`src/rtl/div_unit_if.sv`:
```
// Handshake and operand/result bundle for the multi-cycle divider.
interface div_unit_if #(
    parameter int unsigned WIDTH = 32
);
    logic             start;
    logic             abort;
    logic             is_signed;
    logic [WIDTH-1:0] dividend;
    logic [WIDTH-1:0] divisor;
    logic             busy;
    logic             done;
    logic [WIDTH-1:0] q;
    logic [WIDTH-1:0] r;
    logic             div_zero;

    // Requester side
    modport master (
        output start, abort, is_signed, dividend, divisor,
        input  busy, done, q, r, div_zero
    );

    // Divider side
    modport slave (
        input  start, abort, is_signed, dividend, divisor,
        output busy, done, q, r, div_zero
    );
endinterface

```
`src/rtl/div_unit.sv`:
```
// Multi-cycle signed/unsigned integer divider: one quotient bit per clock by
// restoring shift-and-subtract on magnitudes, followed by a sign fix-up cycle.
module div_unit #(
    parameter int unsigned WIDTH = 32
) (
    input  logic       clk,
    input  logic       reset_n,
    div_unit_if.slave  bus
);
    localparam int unsigned CW = $clog2(WIDTH + 1);

    typedef enum logic [1:0] {IDLE, CALC, FIX} state_e;

    state_e           state_q, state_d;
    logic [WIDTH-1:0] rem_q, rem_d;       // partial remainder, always < |divisor|
    logic [WIDTH-1:0] quo_q, quo_d;       // dividend shifts out, quotient shifts in
    logic [WIDTH-1:0] dvs_q, dvs_d;       // |divisor|
    logic [WIDTH-1:0] raw_q, raw_d;       // raw dividend for the divide-by-zero result
    logic [CW-1:0]    cnt_q, cnt_d;
    logic             sgn_q, sgn_d;
    logic             negq_q, negq_d;
    logic             negr_q, negr_d;
    logic             zero_q, zero_d;
    logic             busy_q, busy_d;
    logic             done_q, done_d;
    logic [WIDTH-1:0] q_q, q_d;
    logic [WIDTH-1:0] r_q, r_d;
    logic             dz_q, dz_d;

    logic [WIDTH:0]   shift_rem;
    logic [WIDTH:0]   trial;
    logic [WIDTH-1:0] dvd_mag;
    logic [WIDTH-1:0] dvs_mag;

    // State and datapath registers
    always_ff @(posedge clk or negedge reset_n) begin
        if (!reset_n) begin
            state_q <= IDLE;
            rem_q   <= '0;
            quo_q   <= '0;
            dvs_q   <= '0;
            raw_q   <= '0;
            cnt_q   <= '0;
            sgn_q   <= 1'b0;
            negq_q  <= 1'b0;
            negr_q  <= 1'b0;
            zero_q  <= 1'b0;
            busy_q  <= 1'b0;
            done_q  <= 1'b0;
            q_q     <= '0;
            r_q     <= '0;
            dz_q    <= 1'b0;
        end else begin
            state_q <= state_d;
            rem_q   <= rem_d;
            quo_q   <= quo_d;
            dvs_q   <= dvs_d;
            raw_q   <= raw_d;
            cnt_q   <= cnt_d;
            sgn_q   <= sgn_d;
            negq_q  <= negq_d;
            negr_q  <= negr_d;
            zero_q  <= zero_d;
            busy_q  <= busy_d;
            done_q  <= done_d;
            q_q     <= q_d;
            r_q     <= r_d;
            dz_q    <= dz_d;
        end
    end

    // Next-state, iteration datapath and result fix-up
    always_comb begin
        state_d = state_q;
        rem_d   = rem_q;
        quo_d   = quo_q;
        dvs_d   = dvs_q;
        raw_d   = raw_q;
        cnt_d   = cnt_q;
        sgn_d   = sgn_q;
        negq_d  = negq_q;
        negr_d  = negr_q;
        zero_d  = zero_q;
        busy_d  = busy_q;
        done_d  = 1'b0;
        q_d     = q_q;
        r_d     = r_q;
        dz_d    = dz_q;

        dvd_mag   = (bus.is_signed && bus.dividend[WIDTH-1]) ? (~bus.dividend + WIDTH'(1))
                                                             : bus.dividend;
        dvs_mag   = (bus.is_signed && bus.divisor[WIDTH-1])  ? (~bus.divisor + WIDTH'(1))
                                                             : bus.divisor;
        // WIDTH+1-bit trial: bit WIDTH is the sign of the subtraction
        shift_rem = {rem_q, quo_q[WIDTH-1]};
        trial     = shift_rem - {1'b0, dvs_q};

        unique case (state_q)
            IDLE: begin
                if (bus.start && !bus.abort) begin
                    rem_d   = '0;
                    quo_d   = dvd_mag;
                    dvs_d   = dvs_mag;
                    raw_d   = bus.dividend;
                    cnt_d   = CW'(WIDTH);
                    sgn_d   = bus.is_signed;
                    negq_d  = bus.is_signed && (bus.dividend[WIDTH-1] ^ bus.divisor[WIDTH-1]);
                    negr_d  = bus.is_signed && bus.dividend[WIDTH-1];
                    zero_d  = (bus.divisor == '0);
                    busy_d  = 1'b1;
                    state_d = CALC;
                end
            end
            CALC: begin
                if (bus.abort) begin
                    busy_d  = 1'b0;
                    state_d = IDLE;
                end else begin
                    if (!trial[WIDTH]) begin
                        rem_d = trial[WIDTH-1:0];
                        quo_d = {quo_q[WIDTH-2:0], 1'b1};
                    end else begin
                        rem_d = shift_rem[WIDTH-1:0];
                        quo_d = {quo_q[WIDTH-2:0], 1'b0};
                    end
                    cnt_d = cnt_q - CW'(1);
                    if (cnt_q == CW'(1)) begin
                        state_d = FIX;
                    end
                end
            end
            FIX: begin
                busy_d  = 1'b0;
                state_d = IDLE;
                if (!bus.abort) begin
                    done_d = 1'b1;
                    if (zero_q) begin
                        q_d  = '1;
                        r_d  = raw_q;
                        dz_d = 1'b1;
                    end else begin
                        q_d  = (sgn_q && negq_q) ? (~quo_q + WIDTH'(1)) : quo_q;
                        r_d  = (sgn_q && negr_q) ? (~rem_q + WIDTH'(1)) : rem_q;
                        dz_d = 1'b0;
                    end
                end
            end
            default: begin
                busy_d  = 1'b0;
                state_d = IDLE;
            end
        endcase
    end

    assign bus.busy     = busy_q;
    assign bus.done     = done_q;
    assign bus.q        = q_q;
    assign bus.r        = r_q;
    assign bus.div_zero = dz_q;
endmodule

```
`src/flat_wrapper.sv`:
```
// flat-port wrapper written by rule: the top's interface ports become plain ports
module div_unit_flat 
#(
    parameter int unsigned WIDTH = 32
)
  (clk, reset_n, bus_start, bus_abort, bus_is_signed, bus_dividend, bus_divisor, bus_busy, bus_done, bus_q, bus_r, bus_div_zero);
  div_unit_if #(.WIDTH(WIDTH)) bus_i ();
  input  logic clk;
  input  logic reset_n;
  input wire logic [$bits(bus_i.start)-1:0] bus_start;
  input wire logic [$bits(bus_i.abort)-1:0] bus_abort;
  input wire logic [$bits(bus_i.is_signed)-1:0] bus_is_signed;
  input wire logic [$bits(bus_i.dividend)-1:0] bus_dividend;
  input wire logic [$bits(bus_i.divisor)-1:0] bus_divisor;
  output wire logic [$bits(bus_i.busy)-1:0] bus_busy;
  output wire logic [$bits(bus_i.done)-1:0] bus_done;
  output wire logic [$bits(bus_i.q)-1:0] bus_q;
  output wire logic [$bits(bus_i.r)-1:0] bus_r;
  output wire logic [$bits(bus_i.div_zero)-1:0] bus_div_zero;
  assign bus_i.start = bus_start;
  assign bus_i.abort = bus_abort;
  assign bus_i.is_signed = bus_is_signed;
  assign bus_i.dividend = bus_dividend;
  assign bus_i.divisor = bus_divisor;
  assign bus_busy = bus_i.busy;
  assign bus_done = bus_i.done;
  assign bus_q = bus_i.q;
  assign bus_r = bus_i.r;
  assign bus_div_zero = bus_i.div_zero;
  div_unit #(.WIDTH(WIDTH)) u_core (.clk(clk), .reset_n(reset_n), .bus(bus_i));
endmodule
```
`config.mk`:
```
export PLATFORM = sky130hd
export DESIGN_NAME = div_unit_flat
export DESIGN_NICKNAME = d
export VERILOG_FILES = /design/src/rtl/div_unit_if.sv /design/src/rtl/div_unit.sv /design/src/flat_wrapper.sv
export SDC_FILE = /design/constraint.sdc
export NUM_CORES = 1
export LEC_CHECK = 0
export CAP_MARGIN = 5
export CORE_AREA = 3 3 203 205
export DETAILED_ROUTE_END_ITERATION = 7
export DIE_AREA = 0 0 206 208
export GPL_ROUTABILITY_DRIVEN = 0
export PLACE_DENSITY_LB_ADDON = 0.08
export SKIP_CTS_REPAIR_TIMING = 1
export SLEW_MARGIN = 20
export SYNTH_ARGS = -nofsm -noshare
export SYNTH_HDL_FRONTEND = slang
export SYNTH_SLANG_ARGS = --single-unit
```
`constraint.sdc`:
```
create_clock -name clk -period 4.8 [get_ports clk]
set_clock_uncertainty 0.05 [all_clocks]
set_input_delay 0.96 -clock clk [delete_from_list [all_inputs] [get_ports clk]]
set_output_delay 0.96 -clock clk [all_outputs]
set_load 0.02 [all_outputs]
```
==> results.txt <==
power per cell area = 553 nW/um^2
post-synth top area cell = dfrtp_1
status = complete, no violations
EDFF count, synth = 0
Top FF cell, synth = dfrtp_1
WL final = 45,900 um
Non-Filler Instances = 2,348
Multi-input gate area = 7880 um^2
remaining antenna violation count = 0
Max Slew Vio Count = 0
share of cells above drive strength 1 = 6.14%
average size of a mapped cell = 8.06 um^2
Worst EP arrival = 4.22 ns
fill count = 4,047
Slew @ Worst Pin = 1.11 ns
startpoint types = flip-flop
Chip Height = 208 um
fin crit share = 79.6%
syn nets = 1,812
vias in the first global route = 12,100
total track usage = 21.0%
Vias = 12,700
Leak = 7.22 nW
# clock sinks = 207
Synth cell types = 80
clock transition time at the flip-flop clock pins of the worst setup and hold paths = 0.06 ns
Worst Path Required = 5.20 ns
num rows = 73
dpl cells = 2,299
Mapped Area = 13,700 um^2
synthesized instance count = 1,704
ANT cells = 0
number of nets in the layout = 1,911
I/O pins = 136
RSZ-0062 raised after global routing = false
final setup fails = 0
total gr overflow = 0
Final Hold Vio Count = 0
first-pass GRT wire length = 71,800 um
CP Class = reg2reg
#FFs+latches synth = 207
Hold Path Class = reg2reg
Clock Latency Late Sink = 0.56 ns
PortBufs = 135
maximum root-to-sink buffer count = 3
Initial Utilization = 34.7%
initial antenna violation count = 0
detailed-route DRC error count = 0
Async S/R FF share, synth = 100%
Crit. End Element = flip-flop
drt first pass iters = 5
fmax = 262 MHz
Synth Warn # = 0
fin crit period = 3.82 ns
worst-path fanout max = 10
setup_tns = 0 ns
Max Cap Violations = 0
final core occ = 41.7%
wire length per cell = 19.5 um
vias per cell = 5.40
Die Wd = 206 um
Area Overhead vs Synth = 20.4%
root buffer cell = clkbuf_16
1st-iter DRT viols = 811
IR drop worst, VDD = 0.260 mV
Reg area = 5180 um^2
Slew headroom = 25.8%
Post-Place Cell Area = 15,600 um^2
largest net degree at the start of global routing = 100
Area contributors post-synth = dfrtp_1 38%, nand2_1 6.9%, a21oi_1 5.9%
core area = 39,600 um^2
Seq/Total Area, Yosys = 37.7%
die area = 42,800 um^2
HPWL after DPL = 33,300 um
CTS buffer count = 27
CTS tree = yes
Synth top area share = 37.7%
# H-tree levels = 1
post-route cell area = 16,500 um^2
## power breakdown
group / internal (W) / leakage [nW] / switching (W)
logic: 0.00169 / 4.06 / 0.00275
registers: 0.00212 / 2.71 / 0.000433
clock network: 0.00131 / 0.458 / 0.000833
## cells by family (layout without fill, tap and decap cells)
family                   after synthesis  in the layout  share of synthesized area (%)
AND/OR/NAND/NOR                      685            685                           23.4
AO/OA/AOI/OAI                        451            451                           19.8
flip-flops                           207            207                           37.7
buffers and inverters                163            282                           5.18
XOR/XNOR                             138            138                           8.80
adder cells (fa/ha/maj)               39             39                           3.61
multiplexers                          21             21                           1.53
## routing by layer
metal	track usage, %	share of wire, %	vias up
met5	0	0	-
met4	4.66	2.5	0
met3	2.43	4.3	61
met2	34.1	47	297
met1	30.0	47	6105
li1	-	-	6213
## final cells by class
type / instances / share of cell area [%]
multi-input combinational: 1334 / 47.6
inverter: 59 / 1.34
tap: 525 / 3.97
sequential: 207 / 31.3
clock buffer: 39 / 4.84
timing repair buffer: 174 / 10.1
clock inverter: 10 / 0.832
## worst paths after layout
path / slack (ns) / from / cells past startpoint / end
max: 0.98 / u_core.quo_q[31]$_DFFE_PN0P_ / 12 / u_core.rem_q[1]$_DFFE_PN0P_
min: 0.42 / u_core.raw_q[11]$_DFFE_PN0P_ / 2 / u_core.raw_q[11]$_DFFE_PN0P_
max reg2reg: 0.98 / u_core.quo_q[31]$_DFFE_PN0P_ / 12 / u_core.rem_q[1]$_DFFE_PN0P_
min reg2reg: 0.42 / u_core.raw_q[11]$_DFFE_PN0P_ / 2 / u_core.raw_q[11]$_DFFE_PN0P_
max in group asynchronous: 2.94 / reset_n / 2 / u_core.bus.r[16]$_DFFE_PN0P_
min in group asynchronous: 0.48 / reset_n / 1 / u_core.cnt_q[4]$_DFFE_PN0P_
## Yosys cell counts, types with 26 or more instances
cell type,number
nor3_1,50
nand4_1,28
dfrtp_1,207
nor2_1,144
o21ai_0,139
or3_1,26
and3_1,31
ha_1,38
xnor2_1,83
inv_1,57
xor2_1,55
clkbuf_1,76
nand2_1,253
a21oi_1,162
nand3_1,60
nor4_1,27
## registers in the layout, indices dropped and copies added (netlist names)
name                 count
u_core.cnt_q             6
u_core.negr_q            1
u_core.zero_q            1
u_core.bus.done          1
u_core.negq_q            1
u_core.bus.r            32
u_core.dvs_q            32
u_core.bus.div_zero      1
u_core.rem_q            32
u_core.quo_q            32
u_core.state_q           2
u_core.raw_q            32
u_core.bus.q            32
u_core.sgn_q             1
u_core.bus.busy          1
## per-stage QoR
stage / power [W] / setup slack, ns / hold WS [ns]
final: 0.00914 / 0.979 / 0.423
after global routing: 0.00980 / 0.804 / 0.452
after CTS: 0.00920 / 0.992 / 0.429
after detailed placement: 0.00700 / 0.585 / 0.414
after global placement: 0.00697 / 0.575 / 0.408
after floorplan: 0.00553 / 1.65 / 0.395
## cells in the final DEF (no fill, tap or decap), drive strengths merged, types with 5 or more instances in the layout
cell	count
a211oi	12
a21o	12
a21oi	162
a22oi	25
a31oi	12
and2	15
and3	31
buf	39
clkbuf	40
clkdlybuf4s50	134
clkinv	6
dfrtp	207
ha	38
inv	58
mux2i	21
nand2	255
nand2b	14
nand3	60
nand4	28
nor2	145
nor3	52
nor3b	5
nor4	27
o211ai	7
o21a	6
o21ai	145
o31ai	24
o41ai	11
or2	7
or3	26
or4	6
xnor2	83
xor2	55
## critical path, cell delays in order, from the launching register on
cell and delay [ns]:
dfrtp_1 0.41, inv_1 0.06, ha_1 0.21, fa_1 0.41, nand2b_1 0.18, a21oi_1 0.26, o2111a_1 0.41, nor3_2 0.16
o311a_1 0.45, o21ai_2 0.53, buf_4 0.25, a21oi_1 0.07, o31ai_1 0.25
Note: power is estimated with default switching activity, not from simulation.
